File: src/rtl/fifo_uart_tx.sv
// Drains a registered-read FIFO one word at a time and serialises each word
// onto a UART line: start bit, LSB-first data, optional parity, 1 or 2 stop bits.
module fifo_uart_tx #(
    parameter int WIDTH        = 8,
    parameter int CLKS_PER_BIT = 16,
    parameter int STOP_BITS    = 1,
    parameter int PARITY_EN    = 0,
    parameter int PARITY_ODD   = 0
) (
    input  logic             clk,
    input  logic             rst_n,
    input  logic             enable,
    input  logic             fifo_empty,
    input  logic [WIDTH-1:0] fifo_dout,
    output logic             fifo_rd_en,
    output logic             tx,
    output logic             busy,
    output logic             tx_done,
    output logic [15:0]      frames_sent,
    output logic [2:0]       state_dbg
);

    // FIFO handshake: a pop is a one-cycle fifo_rd_en pulse issued only after
    // fifo_empty=0 was seen in IDLE; the popped word is valid on fifo_dout in
    // the following (LOAD) cycle and is captured at the end of that cycle.
    localparam int CNT_W = $clog2(CLKS_PER_BIT);
    localparam int BIT_W = $clog2(WIDTH + 1);

    typedef enum logic [2:0] {IDLE, FETCH, LOAD, START, DATA, PARITY, STOP} state_t;

    state_t             state, state_n;
    logic [CNT_W-1:0]   cnt, cnt_n;
    logic [BIT_W-1:0]   bit_idx, bit_n;
    logic [WIDTH-1:0]   shreg, sh_n;
    logic               par, par_n;
    logic               bit_end;
    logic               tx_n;
    logic               done_n;

    assign state_dbg = state;

    always_comb begin
        state_n = state;
        cnt_n   = '0;
        bit_n   = bit_idx;
        sh_n    = shreg;
        par_n   = par;
        bit_end = (cnt == CNT_W'(CLKS_PER_BIT - 1));
        case (state)
            IDLE:  if (enable && !fifo_empty) state_n = FETCH;
            FETCH: state_n = LOAD;
            LOAD: begin
                sh_n    = fifo_dout;
                par_n   = (^fifo_dout) ^ (PARITY_ODD != 0);
                bit_n   = '0;
                state_n = START;
            end
            START: if (bit_end) state_n = DATA;
            DATA: if (bit_end) begin
                sh_n = shreg >> 1;
                if (bit_idx == BIT_W'(WIDTH - 1)) begin
                    bit_n   = '0;
                    state_n = (PARITY_EN != 0) ? PARITY : STOP;
                end else begin
                    bit_n = bit_idx + 1'b1;
                end
            end
            PARITY: if (bit_end) state_n = STOP;
            STOP: if (bit_end) begin
                if (bit_idx == BIT_W'(STOP_BITS - 1)) begin
                    bit_n   = '0;
                    state_n = IDLE;
                end else begin
                    bit_n = bit_idx + 1'b1;
                end
            end
            default: state_n = IDLE;
        endcase

        // Baud counter runs only while a bit is on the line and restarts on any state change.
        if (state_n == state && !bit_end && state != IDLE && state != FETCH && state != LOAD)
            cnt_n = cnt + 1'b1;

        // Outputs are registered, so they are derived from the next-cycle view.
        case (state_n)
            START:   tx_n = 1'b0;
            DATA:    tx_n = sh_n[0];
            PARITY:  tx_n = par_n;
            default: tx_n = 1'b1;
        endcase
        done_n = (state_n == STOP) && (cnt_n == CNT_W'(CLKS_PER_BIT - 1))
                 && (bit_n == BIT_W'(STOP_BITS - 1));
    end

    always_ff @(posedge clk or negedge rst_n) begin
        if (!rst_n) begin
            state       <= IDLE;
            cnt         <= '0;
            bit_idx     <= '0;
            shreg       <= '0;
            par         <= 1'b0;
            tx          <= 1'b1;
            fifo_rd_en  <= 1'b0;
            busy        <= 1'b0;
            tx_done     <= 1'b0;
            frames_sent <= '0;
        end else begin
            state      <= state_n;
            cnt        <= cnt_n;
            bit_idx    <= bit_n;
            shreg      <= sh_n;
            par        <= par_n;
            tx         <= tx_n;
            fifo_rd_en <= (state_n == FETCH);
            busy       <= (state_n != IDLE);
            tx_done    <= done_n;
            if (done_n) frames_sent <= frames_sent + 16'd1;
        end
    end

endmodule

File: config.mk
export PLATFORM = sky130hd
export DESIGN_NAME = fifo_uart_tx
export DESIGN_NICKNAME = d
export VERILOG_FILES = /design/src/rtl/fifo_uart_tx.sv
export SDC_FILE = /design/constraint.sdc
export NUM_CORES = 1
export LEC_CHECK = 0
export BUFFER_PORTS_ARGS = -buffer_cell sky130_fd_sc_hd__buf_4
export CELL_PAD_IN_SITES_DETAIL_PLACEMENT = 0
export CELL_PAD_IN_SITES_GLOBAL_PLACEMENT = 1
export CORE_ASPECT_RATIO = 1.2
export CORE_MARGIN = 10
export CORE_UTILIZATION = 35
export CTS_CLUSTER_SIZE = 14
export DETAILED_ROUTE_END_ITERATION = 10
export PLACE_DENSITY_LB_ADDON = 0.1
export SETUP_SLACK_MARGIN = 0.5
export SLEW_MARGIN = 15
export SYNTH_ARGS = -nofsm -noshare
export SYNTH_HDL_FRONTEND = slang
export SYNTH_SLANG_ARGS = --single-unit
File: constraint.sdc
create_clock -name clk -period 2.5 [get_ports clk]
set_input_delay 0.375 -clock clk [delete_from_list [all_inputs] [get_ports clk]]
set_output_delay 0.375 -clock clk [all_outputs]
set_load 0.01 [all_outputs]
==> impl_metrics.env, run 1 <==
export IMPL_status="finished clean"
export IMPL_synth_cell_types=47
export IMPL_synth_top_area_share_pct=46.6
export IMPL_ys_seq_area_share_pct=47.8
export IMPL_io_buffers=34
export IMPL_fmax_mhz=483
export IMPL_finalPower_mw=1.18
export IMPL_rsz0062_at_grt="true"
export IMPL_insertedDiodeCount=0
export IMPL_rows=30
export IMPL_gp_congestion=0.733
export IMPL_hold_viol_final=0
export IMPL_areaGrowthSynthToFinish_pct=37.3
export IMPL_grt_pass1_wl_um=8670
export IMPL_powerDensity_mw_per_mm2=411
export IMPL_tns_ns=0
export IMPL_die_h_um=105
export IMPL_ys_flop_type="dfrtp_1"
export IMPL_cts_inserted_buffers=5
export IMPL_min_path_type="in -> async"
export IMPL_async_reset_ff_share_pct=100
export IMPL_setup_ws_ns=0.428
export IMPL_fin_crit_ns=2.07
export IMPL_grt_max_degree=41
export IMPL_p_leak_nw=1.30
export IMPL_antenna_found_initial=0
export IMPL_synth_edf_count=0
export IMPL_cts_root_buffer="clkbuf_8"
export IMPL_grt_pass1_vias=1798
export IMPL_grt_usage_pct=10.8
export IMPL_ys_warn_count=0
export IMPL_cap_viol_max_count=0
export IMPL_vdd_drop_max_mv=0.223
export IMPL_cts_sinks=40
export IMPL_cts_hold_buf=0
export IMPL_viasPerCell=5.00
export IMPL_die_w_um=90.6
export IMPL_synth_area_leaders="dfrtp_1 47%, xnor2_1 10%, nand2_1 3.9%"
export IMPL_drt_wl_total_um=5130
export IMPL_path_max_fanout=4
export IMPL_crit_arrival_ns=2.26
export IMPL_dp_slack_ns=0.296
export IMPL_clk_pin_slew_worst_paths_ns=0.08
export IMPL_netlist_area_mm2=0.00210
export IMPL_drt_pass1_iter_count=4
export IMPL_ant_nets=0
export IMPL_critPathLaunchType="flop"
export IMPL_yosysTopAreaCell="dfrtp_1"
export IMPL_synthTopCellsByCount="39 x dfrtp_1, 24 x xnor2_1, 22 x nand2_1"
export IMPL_tightest_slew_ns=0.510
export IMPL_cts_buffer_depth=2
export IMPL_layout_drive_gt1_share_pct=38.7
export IMPL_cts_tree="done"
export IMPL_critPathCaptureType="flop"
export IMPL_drv_slew=0
export IMPL_detail_route_wl_per_cell_um=14.7
export IMPL_pin_count=35
export IMPL_synthesis_nets=223
export IMPL_avgSynthCellArea_um2=10.1
export IMPL_fin_nets=284
export IMPL_dp_cells=322
export IMPL_fillCellCount=561
export IMPL_setup_violations=0
export IMPL_detailroute_via_count=1744
export IMPL_worst_ep_required_time_ns=2.69
export IMPL_slew_headroom_pct=66.0
export IMPL_first_iter_violations=53
export IMPL_clk_insertion_delay_late_ns=0.29
export IMPL_stdcell_area_mm2=0.00288
export IMPL_critical_path_class="reg -> reg"
export IMPL_final_cell_count_no_fill=349
export IMPL_h_tree_depth=2
export IMPL_grt_overflow_total=0
export IMPL_drcViolationCount=0
export IMPL_synth_seq_cells=40
export IMPL_finalCritPeriodShare_pct=82.9
export IMPL_postSynthCellCount=207
export IMPL_die_area_mm2=0.00950
export IMPL_postPlaceCellArea_mm2=0.00251
export IMPL_hpwl_um=3590
export IMPL_core_mm2=0.00574
export IMPL_yosysMostFrequentCell="dfrtp_1"
export IMPL_finClkSkew_ns=0.00882
export IMPL_start_util_pct=36.5
final cells by class:
cell class	instances	area (um2)	share of cell area [%]
Multi-Input combinational cell	154	1180	41.0
Sequential cell	40	1010	35.0
Timing Repair Buffer	60	474	16.5
Tap cell	80	100	3.48
Clock buffer	6	82.6	2.87
Inverter	7	26.3	0.913
Clock inverter	2	10.0	0.348
per-stage QoR:
| step | utilization, % | hold WS (ns) |
|---|---|---|
| after floorplan | - | 0.0794 |
| after global placement | 43.8 | 0.391 |
| after detailed placement | 43.8 | 0.390 |
| after CTS | 48.2 | 0.0683 |
| after global routing | 50.1 | 0.0894 |
| final | 50.1 | 0.0501 |
report_power, final:
group          leakage [nW]  switching, mW  internal (mW)
combinational         0.750         0.0368         0.0323
clock                0.0510          0.228          0.220
sequential            0.501        0.00464          0.660
cells in the final DEF, fill, tap and decap left out, types with 6 or more instances in the layout:
cell type and count:
dfrtp_1 36, a22oi_1 6, buf_4 56, nand2_1 22, and3_1 8, nor2_1 16, inv_1 7, xnor2_1 23
nand4_1 11, clkbuf_8 6
state kept, by name, indices dropped and copies added, names as in the netlist:
signal       count
fifo_rd_en       1
par              1
state_dbg        3
bit_idx          4
tx_done          1
shreg            8
tx               1
frames_sent     16
busy             1
cnt              4
cell families after synthesis:
| logic type | synth area share (%) |
|---|---|
| AO/OA/AOI/OAI | 9.85 |
| flip-flops | 47.8 |
| multiplexers | 1.19 |
| AND/OR/NAND/NOR | 24.7 |
| XOR/XNOR | 10.9 |
| adder cells (fa/ha/maj) | 2.39 |
| buffers and inverters | 3.22 |
final timing paths:
kind | start | to | slack [ns] | cells past startpoint
max in group asynchronous | rst_n | bit_idx[0]$_DFF_PN0_ | 2.06 | 1
min in group clk | fifo_dout[7] | shreg[7]$_DFFE_PN0P_ | 0.30 | 3
setup reg to reg | cnt[0]$_DFF_PN0_ | frames_sent[1]$_DFFE_PN0P_ | 0.43 | 8
setup / recovery | cnt[0]$_DFF_PN0_ | frames_sent[1]$_DFFE_PN0P_ | 0.43 | 8
hold reg to reg | frames_sent[15]$_DFFE_PN0P_ | frames_sent[15]$_DFFE_PN0P_ | 0.47 | 1
hold / removal | rst_n | frames_sent[7]$_DFFE_PN0P_ | 0.05 | 1
worst max-delay path, stage by stage (launching register included):
cell      delay [ns]
dfrtp_1         0.42
ha_4            0.19
xnor2_1         0.13
a21oi_2         0.13
nand4b_1        0.21
buf_4           0.20
nor4_2          0.19
and2_4          0.21
mux2_4          0.29
routing by layer:
metal  GRT usage (%)  share of wire [%]  up-vias
li1                -                  -      855
met2            19.1                 52       28
met3            3.15                4.3        7
met4            3.76                1.3        0
met5               0                  0        -
met1            12.0                 42      854
repair_timing:
| item | 4_1_cts | 5_1_grt |
|---|---|---|
| setup buffers | 13 | 5 |
| pin swaps | 10 | 14 |
| resized for setup | 15 | 11 |
| cloned | 0 | 1 |
| endpoints found under the setup margin | 17 | 17 |
(Power assumes the default switching activity.)
==> run 2: changes to the inputs <==
- clock period: 2.5 -> 1.8 ns (I/O delays scaled with it)
==> run 2 against run 1 <==
  * The flow now finishes with violations (setup timing)
  * Setup slack got worse by 0.77 ns
  * Clock-buffer cell count stayed put
  * Sequential power up 39%
  * Highest routed layer unchanged
  * Combinational power up 53%
  * Via count grew 2.8%
  * Cell count grew 6.9%
  * Worst hold slack gained 0.15 ns
  * Sequential share of layout area is 3.4 points lower
  * Die area unchanged
  * Non-clock buffer count increased by 24
  * Global-route usage is 0.54 points higher
  * Fmax decreased by 3.3%
==> impl_metrics.env, run 2 (synthesis results as in run 1) <==
export IMPL_slew_headroom_pct=65.4
export IMPL_finalCritPeriodShare_pct=119
export IMPL_antenna_found_initial=0
export IMPL_drcViolationCount=0
export IMPL_insertedDiodeCount=0
export IMPL_path_max_fanout=4
export IMPL_die_w_um=90.6
export IMPL_tightest_slew_ns=0.519
export IMPL_areaGrowthSynthToFinish_pct=52.3
export IMPL_largest_register_ff_count=16
export IMPL_die_area_mm2=0.00950
export IMPL_grt_usage_pct=11.4
export IMPL_hpwl_um=3870
export IMPL_grt_pass1_wl_um=9010
export IMPL_switching_share_pct=22.9
export IMPL_first_iter_violations=50
export IMPL_rsz0062_at_grt="true"
export IMPL_fin_nets=308
export IMPL_whs_ns=0.202
export IMPL_tns_ns=-4.12
export IMPL_violations="setup timing"
export IMPL_core_mm2=0.00574
export IMPL_grt_overflow_total=0
export IMPL_pin_count=35
export IMPL_finalPower_mw=1.65
export IMPL_critPathCaptureType="flop"
export IMPL_critical_path_class="reg -> reg"
export IMPL_grt_max_degree=41
export IMPL_regMostFlops="frames_sent"
export IMPL_cts_buffer_depth=2
export IMPL_pwr_share_clk_pct=37.6
export IMPL_powerDensity_mw_per_mm2=517
export IMPL_crit_arrival_ns=2.32
export IMPL_finClkSkew_ns=0.00565
export IMPL_die_h_um=105
export IMPL_gp_congestion=0.798
export IMPL_setup_violations=19
export IMPL_io_buffers=34
export IMPL_start_util_pct=36.5
export IMPL_vdd_drop_max_mv=0.302
export IMPL_fmax_mhz=467
export IMPL_layout_drive_gt1_share_pct=48.1
export IMPL_detail_route_wl_per_cell_um=14.2
export IMPL_reg_top3="frames_sent x16, shreg x8"
export IMPL_seqPwrFrac_pct=56.0
export IMPL_hold_viol_final=0
export IMPL_final_common_cell="buf_4"
export IMPL_rows=30
export IMPL_layout_common_cells="59 x buf_4, 35 x dfrtp_1, 23 x xnor2_1, 22 x nand2_1, 22 x buf_6"
export IMPL_cts_inserted_buffers=5
export IMPL_grt_pass1_vias=1915
export IMPL_ant_nets=0
export IMPL_cts_sinks=40
export IMPL_clk_insertion_delay_late_ns=0.29
export IMPL_setup_ws_ns=-0.343
export IMPL_drt_wl_total_um=5290
export IMPL_drt_pass1_iter_count=4
export IMPL_p_leak_nw=1.44
export IMPL_cts_tree="done"
export IMPL_viasPerCell=4.80
export IMPL_detailroute_via_count=1792
export IMPL_status="finished, violations left"
export IMPL_fillCellCount=533
export IMPL_worst_ep_required_time_ns=1.98
export IMPL_fin_crit_ns=2.14
export IMPL_critPathLaunchType="flop"
export IMPL_h_tree_depth=2
export IMPL_drv_slew=0
export IMPL_p_comb_share_pct=6.4
export IMPL_cap_viol_max_count=0
export IMPL_min_path_type="in -> reg"
export IMPL_clk_pin_slew_worst_paths_ns=0.08
export IMPL_cts_root_buffer="clkbuf_8"
export IMPL_p_int_mw=1.27
export IMPL_p_switching_uw=378
[run 2: cell types whose count changed in the layout (fill, tap and decap cells not counted), moves of 3 or more]
cell | before | now
buf_4 | 56 | 59
nand3_2 | 3 | 7
buf_6 | 3 | 22
a22oi_1 | 6 | 0
a22oi_2 | 0 | 6
nor2_1 | 16 | 13
nand3_4 | 3 | 0
[run 2: critical path: stages, from the launching register on]
cell and delay (ns):
dfrtp_1 0.41, ha_4 0.18, and3_4 0.20, a31o_4 0.24, a21o_1 0.18, a221o_1 0.35, and2_4 0.18, mux2_4 0.28
[run 2: cell type report]
type                            instances  area [um2]  share of cell area, %
Multi-Input combinational cell        154        1230                   38.5
Sequential cell                        40        1010                   31.6
Timing Repair Buffer                   84         736                   23.0
Tap cell                               80         100                   3.14
Clock buffer                            6        82.6                   2.59
Inverter                                7        28.8                  0.902
Clock inverter                          2        10.0                  0.314
[run 2: layer usage]
metal  global-route usage, %  up-vias  part of all wire (%)
met2                    21.0       22                    54
met1                    12.1      865                    42
met4                    3.42        0                   1.1
met3                    3.22        6                   3.6
li1                        -      899                     -
met5                       0        -                     0
[run 2: power by group through the flow]
stage | Sequential (mW) | Clock [mW] | Combinational (mW)
6_report | 0.924 | 0.621 | 0.106
5_1_grt | 0.925 | 0.683 | 0.118
4_1_cts | 0.924 | 0.653 | 0.109
3_5_place_dp | 0.940 | 0 | 0.0965
3_3_place_gp | 0.941 | 0 | 0.0964
2_1_floorplan | 0.940 | 0 | 0.0457
[run 2: path summary, 6_finish.rpt]
path                            slack, ns  depth (start not counted)                        start                          end
max in group asynchronous            0.92                          2                        rst_n       state_dbg[2]$_DFF_PN0_
worst min register to register       0.46                          1  frames_sent[15]$_DFFE_PN0P_  frames_sent[15]$_DFFE_PN0P_
worst max register to register      -0.34                          7             cnt[0]$_DFF_PN0_   frames_sent[1]$_DFFE_PN0P_
worst min-delay path                 0.20                          3                 fifo_dout[7]         shreg[7]$_DFFE_PN0P_
min in group asynchronous            0.49                          2                        rst_n         shreg[7]$_DFFE_PN0P_
worst max-delay path                -0.34                          7             cnt[0]$_DFF_PN0_   frames_sent[1]$_DFFE_PN0P_
[run 2: timing repair]
| action | in CTS | in global routing |
|---|---|---|
| hold endpoints to repair | 39 | 0 |
| gates cloned | 0 | 1 |
| resized for setup | 35 | 25 |
| endpoints found under the setup margin | 37 | 40 |
| hold buffers | 1 | 0 |
| setup buffers | 6 | 5 |
| pin swaps | 17 | 9 |
[run 2: per-stage QoR]
stage	worst slack (ns)	area, um2	utilization (%)	std cells
floorplan	-0.278	2200	-	207
global placement	-0.266	2780	48.5	352
detailed placement	-0.278	2780	48.5	352
CTS	-0.271	3070	53.5	367
global route	-0.403	3190	55.6	373
finish	-0.343	3190	55.6	373
==> run 3: changes to the inputs <==
==> constraint.sdc (replaced) <==
create_clock -name clk -period 1.8 [get_ports clk]
set_input_delay 0 -clock clk [delete_from_list [all_inputs] [get_ports clk]]
set_output_delay 0 -clock clk [all_outputs]
set_load 0.01 [all_outputs]
==> run 3 against run 2 <==
  * The run still ends with setup timing left
  * Flip-flop and latch count is the same
  * First-iteration DRC count increased by 12%
  * Global-route usage about the same
  * Core utilization grew 0.33 points
  * Fmax is essentially flat
  * Wire length grew 1.3%
==> impl_metrics.env, run 3 (synthesis results as in run 1) <==
export IMPL_critical_path_class="reg -> reg"
export IMPL_regMostFlops="frames_sent"
export IMPL_layout_drive_gt1_share_pct=44.5
export IMPL_worstSetupEndpoint="frames_sent[1]$_DFFE_PN0P_"
export IMPL_crit_cells=7
export IMPL_cts_tree="done"
export IMPL_slew_headroom_pct=65.2
export IMPL_cp_cell_sequence="ha_4 -> and3_4 -> a31o_4 -> a21o_1 -> a221o_1 -> and2_4 -> mux2_4"
export IMPL_p_leak_nw=1.46
export IMPL_fin_nets=314
export IMPL_finalCritPeriodShare_pct=119
export IMPL_whs_ns=0.0864
export IMPL_path_max_fanout=4
export IMPL_status="finished, violations left"
export IMPL_first_iter_violations=56
export IMPL_die_w_um=90.6
export IMPL_final_util_pct=55.9
export IMPL_cts_sinks=40
export IMPL_reg_top3="frames_sent x16, shreg x8"
export IMPL_setup_ws_ns=-0.342
export IMPL_rsz0062_at_grt="true"
export IMPL_die_h_um=105
export IMPL_start_util_pct=36.5
export IMPL_finClkSkew_ns=0.00864
export IMPL_finalPower_mw=1.66
export IMPL_powerDensity_mw_per_mm2=518
export IMPL_tightest_slew_ns=0.521
export IMPL_dp_cells=352
export IMPL_critPathBufInv=0
export IMPL_grt_pass1_vias=1947
export IMPL_grt_overflow_total=0
export IMPL_fin_crit_ns=2.14
export IMPL_antenna_found_initial=0
export IMPL_pin_count=35
export IMPL_critPathLaunchType="flop"
export IMPL_viasPerCell=4.83
export IMPL_drt_pass1_iter_count=4
export IMPL_cts_root_buffer="clkbuf_8"
export IMPL_detailroute_via_count=1831
export IMPL_ant_nets=0
export IMPL_h_tree_depth=2
export IMPL_slowest_delay_ns=0.41
export IMPL_crit_family="compound AO/OA/AOI/OAI gates"
export IMPL_drt_wl_total_um=5370
export IMPL_grt_pass1_wl_um=9050
export IMPL_clk_insertion_delay_late_ns=0.29
export IMPL_fmax_mhz=467
export IMPL_critPathCaptureType="flop"
export IMPL_worst_ep_required_time_ns=1.98
export IMPL_rows=30
export IMPL_final_cell_count_no_fill=379
export IMPL_grt_max_degree=41
export IMPL_final_common_cell="buf_4"
export IMPL_gp_congestion=0.798
export IMPL_crit_path_start="cnt[0]$_DFF_PN0_"
export IMPL_crit_arrival_ns=2.32
export IMPL_vdd_drop_max_mv=0.302
export IMPL_r2r_cells=7
export IMPL_grt_usage_pct=11.4
export IMPL_hpwl_um=3870
export IMPL_insertedDiodeCount=0
export IMPL_cap_viol_max_count=0
export IMPL_setup_violations=18
export IMPL_hold_viol_final=0
export IMPL_layout_common_cells="65 x buf_4, 38 x dfrtp_1, 23 x xnor2_1, 22 x nand2_1, 14 x buf_6"
export IMPL_cts_buffer_depth=2
export IMPL_areaGrowthSynthToFinish_pct=53.2
export IMPL_drv_slew=0
export IMPL_die_area_mm2=0.00950
export IMPL_clk_pin_slew_worst_paths_ns=0.08
export IMPL_core_mm2=0.00574
export IMPL_detail_route_wl_per_cell_um=14.2
export IMPL_violations="setup timing"
export IMPL_drcViolationCount=0
export IMPL_largest_register_ff_count=16
export IMPL_r2r_start="cnt[0]$_DFF_PN0_"
export IMPL_cts_inserted_buffers=5
export IMPL_critPathSlowestCell="dfrtp_1"
export IMPL_r2r_end="frames_sent[1]$_DFFE_PN0P_"
export IMPL_io_buffers=34
export IMPL_min_path_type="in -> reg"
export IMPL_reg2reg_slack_ns=-0.34
==> run 3: cell count changes in the layout (fill, tap and decap cells not counted), moves of 3 or more <==
cell	delta
dfrtp_1	+3
buf_6	-8
dfrtp_2	-3
buf_4	+6
dlygate4sd3_1	+9
a22oi_2	-4
a22oi_1	+4
==> run 3: worst min-delay path by stage <==
stage                            endpoint         start  cells past startpoint
2_1_floorplan        bit_idx[0]$_DFF_PN0_         rst_n                      0
3_3_place_gp         shreg[7]$_DFFE_PN0P_         rst_n                      1
3_5_place_dp   frames_sent[3]$_DFFE_PN0P_         rst_n                      1
4_1_cts                shreg[0]$_DFF_PN0_  fifo_dout[0]                      3
5_1_grt                shreg[0]$_DFF_PN0_  fifo_dout[0]                      3
6_report               shreg[0]$_DFF_PN0_  fifo_dout[0]                      3
==> run 3: cell type report <==
class,instances,area (um2)
clock buffer,6,82.6
clock inverter,2,10.0
fill,525,2530
inverter,7,28.8
multi-input combinational,154,1220
sequential,40,1000
tap,80,100
timing repair buffer,90,766
==> run 3: through the flow <==
stage | instance area, um2 | worst slack [ns] | TNS [ns]
after floorplan | 2200 | -0.278 | -3.25
after global placement | 2780 | -0.266 | -3.72
after detailed placement | 2780 | -0.278 | -4.04
after CTS | 3110 | -0.271 | -4.00
after global routing | 3210 | -0.402 | -5.88
final | 3210 | -0.342 | -3.98
==> run 3: per-layer routing <==
metal | part of all wire [%] | vias up | global-route usage, % | routed length [um]
met3 | 3.5 | 7 | 3.15 | 190
met2 | 54 | 24 | 21.1 | 2870
li1 | - | 908 | - | -
met1 | 42 | 892 | 12.1 | 2240
met4 | 1.1 | 0 | 3.42 | 59
met5 | 0 | - | 0 | 0
==> run 3: power by group <==
group | switching, mW | internal [mW] | total [mW]
Sequential | 0.00685 | 0.917 | 0.923
Clock | 0.315 | 0.306 | 0.621
Combinational | 0.0578 | 0.0619 | 0.120
Total | 0.380 | 1.28 | 1.66
==> run 3: worst min-delay path, stage by stage <==
cell	delay (ns)
buf_4	0.09
a22o_1	0.13
a21o_1	0.11
==> run 3: repair_timing <==
item | in CTS | in global routing
pin swaps | 9 | 12
hold endpoints to repair | 47 | 0
buffers inserted | 6 | 2
setup endpoints to repair | 34 | 34
gates cloned | 0 | 1
hold buffers | 10 | 0
gates resized for setup | 23 | 23
